## config.mk

```make
export PLATFORM = sky130hd
export DESIGN_NAME = btn_conditioner
export DESIGN_NICKNAME = d
export VERILOG_FILES = /design/src/rtl/m16_pkg.sv /design/src/rtl/btn_debounce.sv /design/src/rtl/btn_conditioner.sv
export SDC_FILE = /design/constraint.sdc
export NUM_CORES = 1
export LEC_CHECK = 0
export ABC_AREA = 1
export CAP_MARGIN = 20
export CORE_MARGIN = 2
export CORE_UTILIZATION = 55
export DETAILED_ROUTE_END_ITERATION = 10
export MAX_ROUTING_LAYER = met4
export PLACE_DENSITY_LB_ADDON = 0.2
export SLEW_MARGIN = 30
export SYNTH_ARGS = -nofsm -noshare
export SYNTH_HDL_FRONTEND = slang
export SYNTH_SLANG_ARGS = --single-unit
```

## constraint.sdc

```tcl
create_clock -name clk -period 1.7 [get_ports clk]
set_input_delay 0.34 -clock clk [delete_from_list [all_inputs] [get_ports clk]]
set_output_delay 0.34 -clock clk [all_outputs]
set_load 0.05 [all_outputs]
```

## src/rtl/m16_pkg.sv

```systemverilog
// Shared keypad constants: button count, digit width and the digit codes
// reported for each pulsed button.
package m16_pkg;
  localparam int N_BTN   = 6;
  localparam int DIGIT_W = 3;

  typedef enum logic [DIGIT_W-1:0] {
    NONE = 3'd0,
    BTN1 = 3'd1,
    BTN2 = 3'd2,
    BTN3 = 3'd3,
    BTN4 = 3'd4,
    BTN5 = 3'd5,
    BTN6 = 3'd6
  } digit_e;

  // Button index k reports as digit k+1; 0 is reserved for "no press".
  function automatic logic [DIGIT_W-1:0] btn_code(input int idx);
    return DIGIT_W'(idx + 1);
  endfunction
endpackage

```

## src/rtl/btn_debounce.sv

```systemverilog
// Single button channel: 2-flop synchronizer followed by a stable-run counter
// that commits a new level only after DEBOUNCE_CYCLES consecutive mismatches.
module btn_debounce #(
  parameter int DEBOUNCE_CYCLES = 500000,
  parameter int CNT_W           = 20
) (
  input  logic clk,
  input  logic rst_n,
  input  logic raw,
  output logic held
);
  logic [1:0]       sync;
  logic [CNT_W-1:0] cnt;

  always_ff @(posedge clk) begin
    if (!rst_n) begin
      sync <= '0;
      cnt  <= '0;
      held <= 1'b0;
    end else begin
      sync <= {sync[0], raw};
      // Any cycle of agreement drops the run, so a bounce restarts from zero.
      if (sync[1] != held) begin
        if (cnt == CNT_W'(DEBOUNCE_CYCLES - 1)) begin
          held <= sync[1];
          cnt  <= '0;
        end else begin
          cnt <= cnt + 1'b1;
        end
      end else begin
        cnt <= '0;
      end
    end
  end
endmodule

```

## src/rtl/btn_conditioner.sv

```systemverilog
// Keypad front end: per-button debounce, then one registered press pulse per
// debounced rise with lowest-index priority and ghost-press suppression.
module btn_conditioner #(
  parameter int N_BTN           = m16_pkg::N_BTN,
  parameter int DEBOUNCE_CYCLES = 500000,
  parameter int CNT_W           = 20
) (
  input  logic             clk,
  input  logic             rst_n,
  input  logic [N_BTN-1:0] btn_raw,
  output logic [N_BTN-1:0] btns,
  output logic [N_BTN-1:0] held,
  output logic [2:0]       digit,
  output logic             press
);
  import m16_pkg::*;

  logic [N_BTN-1:0]   held_q;
  logic [N_BTN-1:0]   rise;
  logic [N_BTN-1:0]   pulse_nxt;
  logic [N_BTN-1:0]   others;
  logic [DIGIT_W-1:0] digit_nxt;
  logic               found;

  btn_debounce #(
    .DEBOUNCE_CYCLES(DEBOUNCE_CYCLES),
    .CNT_W          (CNT_W)
  ) u_db [N_BTN-1:0] (
    .clk  (clk),
    .rst_n(rst_n),
    .raw  (btn_raw),
    .held (held)
  );

  assign rise = held & ~held_q;

  // A rise only counts if no other button was already down the cycle before;
  // among simultaneous qualifying rises the lowest index wins.
  always_comb begin
    pulse_nxt = '0;
    digit_nxt = NONE;
    found     = 1'b0;
    others    = '0;
    for (int k = 0; k < N_BTN; k++) begin
      others    = held_q;
      others[k] = 1'b0;
      if (!found && rise[k] && (others == '0)) begin
        pulse_nxt[k] = 1'b1;
        digit_nxt    = btn_code(k);
        found        = 1'b1;
      end
    end
  end

  always_ff @(posedge clk) begin
    if (!rst_n) begin
      held_q <= '0;
      btns   <= '0;
      digit  <= '0;
      press  <= 1'b0;
    end else begin
      held_q <= held;
      btns   <= pulse_nxt;
      digit  <= digit_nxt;
      press  <= found;
    end
  end
endmodule

```

---- Word level (Yosys, flattened, before mapping) ----
Index checks and enable logic that the tools add are counted.
Widths: inputs -> output; s select.
storage, ports and cells
  bits in latches ......................... 0
  output and inout port bits .............. 16
  input port bits ......................... 8
  memory bits (writable) .................. 0
  ROM bits ................................ 0
  logic and storage cells ................. 102
  bits in registers ....................... 154
  memories kept ........................... 0
operators by class
  muxes and demuxes ....................... 17
  order comparisons ....................... 0
  $add $sub $neg .......................... 6
  reduce and logical (&&, ||, !) cells .... 35
  eq/ne operators ......................... 12
  bitwise logic cells ..................... 9
  shift operators ......................... 0
  div/mod/pow operators ................... 0
  multipliers ............................. 0
operator list
  kind                   number
  $add 20x1->20 const B  6
  $eq 20x19->1 const B   6
  $logic_not 5->1        6
  $reduce_or 3->1        6
  $mux 3                 5
  $mux 1                 12
  $reduce_and 2->1       6
  $logic_and 1x1->1      11
  $not 1->1              7
  $and 6x6->6            1
  $ne 1x1->1             6
  $not 6->6              1
  $logic_not 1->1        5
  $reduce_or 2->1        1

---- Longest topological paths before layout ----
Gate-level depths: netlist of the first run.
  depth after elaboration ................. 24
  depth in mapped cells ................... 10
  gate-level depth less buffers ........... 10

---- By module ----
A second synthesis of the first run with hierarchy kept.
unflattened totals
  cells, all modules ...................... 1093
  area total of the unflattened synthesis .. 7626.1 um^2
by module, submodules not included
  module           cells an instance  area each (um^2)  times used  sequential area each (um^2)
  btn_debounce     166                1147.4            6           460.4
  btn_conditioner  97                 742.0             1           320.3

---- Least setup slack after synthesis of the first run ----
Ideal clock, no wire load.
  path type ............................... reg-to-reg
  start point ............................. register u_db[2].cnt[0]
  end point ............................... register u_db[2].cnt[12]
  clock period less this slack ............ 1433 ps
  path slack .............................. 267 ps
  buffers on the path ..................... 1
  arrival time ............................ 1319 ps
  data required time ...................... 1586 ps
  stages on the path, launching flop included .. 10
  setup time .............................. 114 ps
  path through ............................ dfxtp_1 > ha_1 > nand3_4 > inv_2 > nand2_1 > nor2_2 > nand2_1 > nand2_4 > buf_6 > nor2_1
between the ends
  longest elaborated chain between the ends .. 2
  elaborated cells between the ends (all ways) .. 3
  those cells by class .................... add/sub: 1; eq/ne: 1; reduce/logical: 1
RTL lines
  what                                                   line                source
  start, declared                                        btn_debounce.sv:13  logic [CNT_W-1:0] cnt;
  start signal, assigned                                 btn_debounce.sv:28  cnt <= cnt + 1'b1;
  branches (longest 2 deep; another with $add 20x1->20)  --
Several ways; the timed one is not identified.
A chain may end at the register's enable or synchronous reset.

---- Final worst setup path of the first run ----
  start point ............................. register u_db[2].cnt[1]
  end point ............................... register u_db[2].cnt[9]
The elaborated chain is that of the path after synthesis.

==> results of run 1 <==
-- power by group --
group / internal [W] / total, W / switching [W]
clock: 0.00227 / 0.00372 / 0.00146
sequential: 0.00363 / 0.00363 / 0.00000796
combinational: 0.0000505 / 0.000114 / 0.0000632
-- final cells by class --
class / instances / area (um^2)
clock buffer: 21 / 470.5
clock inverter: 11 / 120.1
fill: 1217 / 4598
inverter: 151 / 566.8
multi-input combinational: 744 / 3761
sequential: 154 / 3083
tap: 176 / 220.2
timing repair buffer: 46 / 475.5
-- synthesized netlist by cell type, types with 7 or more instances --
cell type	number	area share [%]
inv_1	146	7.3
nand4_1	54	4.5
dfxtp_1	154	41
o21ai_0	15	1.0
or2_0	7	0.58
nor3_1	43	2.9
a21oi_1	58	3.9
nand3_1	46	3.1
nor3_2	12	1.6
xor2_1	34	4.0
xnor2_1	10	1.2
nand2_1	229	11
nor2_1	176	8.8
nor2_2	9	0.75
-- kinds of logic after synthesis --
group	after synthesis	share of synthesized area (%)
compound gates	79	5.391
xor+xnor	44	5.140
buf+inv	169	9.329
flops	154	41.12
simple gates	613	38.02
fa+ha+maj	6	1.001
-- stage by stage --
step                instances  hold slack (ns)  util (%)  area, um^2  setup TNS (ns)
floorplan                1065           0.3905         -        7497               0
global placement         1262           0.3943     60.14        7995         -0.5131
detailed placement       1262           0.3964     60.14        7995         -0.8888
CTS                      1294           0.4110     64.58        8586               0
global route             1303           0.4191     65.42        8697         -0.2517
finish                   1303           0.4096     65.42        8697               0
-- timing repair --
| action | in CTS | in global routing |
|---|---|---|
| endpoints found under the hold margin | 0 | 0 |
| hold buffers | 0 | 0 |
| setup buffers | 0 | 7 |
| endpoints found under the setup margin | 0 | 63 |
| gates resized for setup | 0 | 7 |
-- worst max-delay path: stages (launching register included) --
cell	delay, ns
dfxtp_1	0.36
ha_1	0.24
nand3_4	0.13
inv_2	0.07
nand2_1	0.06
nor2_2	0.16
nand2_1	0.13
nand2_4	0.14
buf_12	0.14
nor3_1	0.05
-- state kept, by name, indices dropped and copies added (netlist names) --
| signal | cells |
|---|---|
| btns | 6 |
| digit | 3 |
| held_q | 6 |
| press | 1 |
| u_db.cnt | 120 |
| u_db.held | 6 |
| u_db.sync | 12 |
-- worst max path at each step --
stage,startpoint,end,depth (start not counted)
after floorplan,u_db[2].cnt[0],u_db[2].cnt[12],9
after global placement,rst_n,u_db[4].cnt[2],6
after detailed placement,rst_n,u_db[4].cnt[2],6
after CTS,u_db[2].cnt[1],u_db[2].cnt[15],10
after global routing,u_db[2].cnt[1],u_db[2].cnt[9],9
final,u_db[2].cnt[1],u_db[2].cnt[9],9
-- per-layer routing --
metal	routed length, um	vias up	track usage (%)
met5	0	-	-
met4	150	0	6.250
met3	627	15	5.283
met2	6957	125	36.65
met1	7464	2954	28.66
li1	-	3496	-
==> impl_metrics.toml, run 1 <==
[sta]
period_minus_slack_ns = 1.595
fin_crit_sh_pct = 93.84
relSlewSlack_pct = 73.31
tightest_slew_ns = 0.4003
setup_slack_ns = 0.1048
clock.fmax_mhz = 626.9
slew_violations = 0
setup_violations = 0
hold_viol_final = 0
fin_skew_ns = 0.006479

[setup_path]
critPathRequiredTime_ns = 2.01
rrSetupSlack_ns = 0.10
cp.arrival_ns = 1.90
r2r_start = "u_db[2].cnt[1]"
worstPathMaxFanout = 14
critPathCaptureType = "flop"
start_kind = "flop"
path_class = "reg2reg"
r2r_end = "u_db[2].cnt[9]"
r2r_cells = 9

[yosys]
async_flop_share_pct = 0
synth_cells = 1065
ys.flop_type = "dfxtp_1"
synth_edf_count = 0
yosysWarnings = 0
synthesis.nets = 1079
yosysSeqAreaShare_pct = 41.12
syn_avg_cell_area_um2 = 7.040
synth_seq_cells = 154
synth_area_um2 = 7497
synth_cell_type_count = 39

[global_routing]
antenna_found_initial = 0
overflow = 0
grt_max_degree = 21
grt_pass1_vias = 6097
grt_first_pass_wirelength_mm = 26.45
grt_use_total_pct = 22.70

[route]
ant_nets = 0
num_vias = 6590
drc = 0
drtIter0Drc = 455
wl_mm = 15.20
vias_per_cell = 5.058
routedWlPerCell_um = 11.67
first_pass_iters = 7

[cells_and_area]
most-common-layout-cells = "nand2_1, nor2_1, dfxtp_1"
final_layout_size_suffix_gt1_share_pct = 11.36
area_growth_pct = 16.00
final_common_cell = "nand2_1"
fin_nets = 1128
diodes = 0

[die]
die_y_um = 120.8
rows = 42
ios = 24
coreArea_um2 = 13300
die_width_um = 120.8
start_util_pct = 56.39
die_area_um2 = 14580

[pwr]
power.total_w = 0.007473
vdd_drop_max_mv = 0.6743
p_leak_nw = 3.127
power_density_nw_per_um2 = 859.3

[clock_network]
clk_pin_slew_worst_paths_ns = 0.06
cts_htree_levels = 4
worstSkewPairLatency_ns = 0.43
cts_buffer_depth = 2
numCtsBuffers = 17
clockRootBuffer = "clkbuf_16"
cts_tree = "yes"
clkSinkCount = 154

[place]
gp_congestion = 0.9077
hpwlAfterDp_mm = 10.69
port_buffers = 23
dp_slack_ns = -0.08316

[worst_hold_path]
hold_depth = 2
min_path_type = "reg2reg"
holdPathEnd = "u_db[4].sync[1]"
hold_start = "u_db[4].sync[0]"

[job]
drv_cap = 0

[status]
status = "finished, final reports clean"
(Power assumes the default switching activity.)
==> run 2: changes to the inputs <==
GPL_ROUTABILITY_DRIVEN = 0   (was not set)
==> results of run 2 <==
Final layout, timing and power as in run 1 (identical DEF).
==> run 3: changes to the inputs <==
CORE_ASPECT_RATIO = 0.8   (was not set)
CORE_UTILIZATION = 40   (was 55)
==> run 3 against run 2 <==
Sequential share of layout area decreased by 0.21 points. Combinational power hardly changed. Sequential power about the same. Clock power fell by 4%. Clock skew grew 0.0024 ns. Sequential cell count stayed put. First-iteration DRC count is 2.6% lower. Final cell count increased by 5.8%. Core utilization down 18 points. Critical path type unchanged. Largest cell class unchanged. Largest power group is now sequential cells.
==> impl_metrics.toml, run 3 (synthesized netlist as in run 1, its figures left out) <==
[clock_network]
cts_buffer_depth = 2
worstSkewPairLatency_ns = 0.43
cts_tree = "yes"
numCtsBuffers = 17
clk_pin_slew_worst_paths_ns = 0.06
clkSinkCount = 154
clockRootBuffer = "clkbuf_16"
cts_hold_buf = 0
cts_htree_levels = 4

[worst_hold_path]
hold_depth = 2
min_path_type = "reg2reg"
hold_start = "u_db[4].sync[0]"

[die]
coreArea_um2 = 18280
die_width_um = 157.1
die_area_um2 = 19860
ios = 24
rows = 44
die_y_um = 126.5
start_util_pct = 41.02

[setup_path]
path_class = "reg2reg"
r2r_start = "u_db[0].cnt[1]"
cp-startpoint = "u_db[0].cnt[1]"
rrSetupSlack_ns = 0.10
r2r_cells = 9
critPathMaxStageDelay_ns = 0.33
critPathCaptureType = "flop"
critPathRequiredTime_ns = 2.01
cp_slowest_cell = "dfxtp_1"
start_kind = "flop"
crit_chain = "ha_2 -> nand2_1 -> nor2_4 -> nand2_1 -> nor3_4 -> nand2_2 -> nand3_4 -> clkbuf_16 -> nor2_1"
crit_top_cell = "nand2_1"
worstPathMaxFanout = 10
cp.arrival_ns = 1.91

[route]
num_vias = 6424
drtIter0Drc = 443
ant_nets = 0
vias_per_cell = 4.662
wl_mm = 15.66
routedWlPerCell_um = 11.36
drc = 0
first_pass_iters = 5

[cells_and_area]
diodes = 0
largest_register = "u_db.cnt"
multi_input_area_um2 = 3742
largest_reg_flops = 120
instances_no_fill = 1378
most-common-layout-cells = "nand2_1, nor2_1, dfxtp_1"
area_growth_pct = 16.76
fin_nets = 1127
final_common_cell = "nand2_1"
n_fill_cell = 1853
regArea_um2 = 3084
final_layout_size_suffix_gt1_share_pct = 11.02
top_regs = "u_db.cnt (120), u_db.sync (12)"

[sta]
clock.fmax_mhz = 626.5
slew_violations = 0
period_minus_slack_ns = 1.596
relSlewSlack_pct = 71.78
hold_ws_ns = 0.4108
setup_violations = 0
hold_viol_final = 0
tightest_slew_ns = 0.4200
fin_skew_ns = 0.008926
fin_crit_sh_pct = 93.89

[place]
hpwlAfterDp_mm = 11.52
post-place-cells = 1342
port_buffers = 23

[pwr]
p_leak_nw = 3.123
vdd_drop_max_mv = 0.6148
power_density_nw_per_um2 = 837.8

[global_routing]
antenna_found_initial = 0
grt_max_degree = 21
grt_pass1_vias = 5936
grt_first_pass_wirelength_mm = 27.34
grt_use_total_pct = 17.43
overflow = 0

[status]
status = "finished, final reports clean"

[job]
drv_cap = 0
run 3: changes by cell type in the layout (fill, tap and decap cells not counted), sizes merged:
cell	delta
clkinvlp	+2
nand2	-2
clkinv	-3
inv	+1
clkbuf	+1
bufinv	-1
run 3: layout make-up:
| class | count | share of cell area, % |
|---|---|---|
| clock buffers | 21 | 5.260 |
| inverters | 151 | 6.475 |
| flip-flops and latches | 154 | 35.23 |
| multi-input cells | 742 | 42.75 |
| well taps | 253 | 3.616 |
| clock inverters | 10 | 1.086 |
| repair buffers | 47 | 5.575 |
run 3: metrics by stage:
| step | utilization (%) | area [um^2] | total power, W | TNS [ns] | worst slack, ns |
|---|---|---|---|---|---|
| after global placement | 44.32 | 8102 | 0.003824 | -0.3543 | -0.03246 |
| final | 47.89 | 8753 | 0.007334 | 0 | 0.1038 |
| after floorplan | - | 7497 | 0.003773 | 0 | 0.2671 |
| after detailed placement | 44.32 | 8102 | 0.003825 | -1.062 | -0.07683 |
| after CTS | 47.36 | 8657 | 0.007438 | 0 | 0.07112 |
| after global routing | 47.89 | 8753 | 0.007619 | -0.01567 | -0.004004 |
run 3: power breakdown:
group	total, W	internal, W	switching (W)
clock	0.00358	0.00208	0.00150
sequential	0.00363	0.00363	0.00000769
combinational	0.000117	0.0000537	0.0000630
total	0.00733	0.00576	0.00157
run 3: what timing repair did:
item,CTS,global route
setup endpoints to repair,0,24
gates resized for setup,0,8
setup buffers,0,4
run 3: critical path: cells and delay by family, from the launching register on:
family / cells / cell delay, ns
flops: 1 / 0.33
simple gates: 7 / 0.82
fa+ha+maj: 1 / 0.18
buf+inv: 1 / 0.16
run 3: path summary, 6_finish.rpt:
| kind | to |
|---|---|
| min reg2reg | u_db[4].sync[1] |
| max | u_db[0].cnt[2] |
| max reg2reg | u_db[0].cnt[2] |
| min | u_db[4].sync[1] |
run 3: layer usage:
metal / global-route usage [%] / vias to the layer above / share of wire, %
met5: - / - / 0
met4: 5.508 / 0 / 0.91
met3: 4.441 / 12 / 4.5
met2: 24.28 / 109 / 41
met1: 24.63 / 2814 / 53
li1: - / 3489 / -
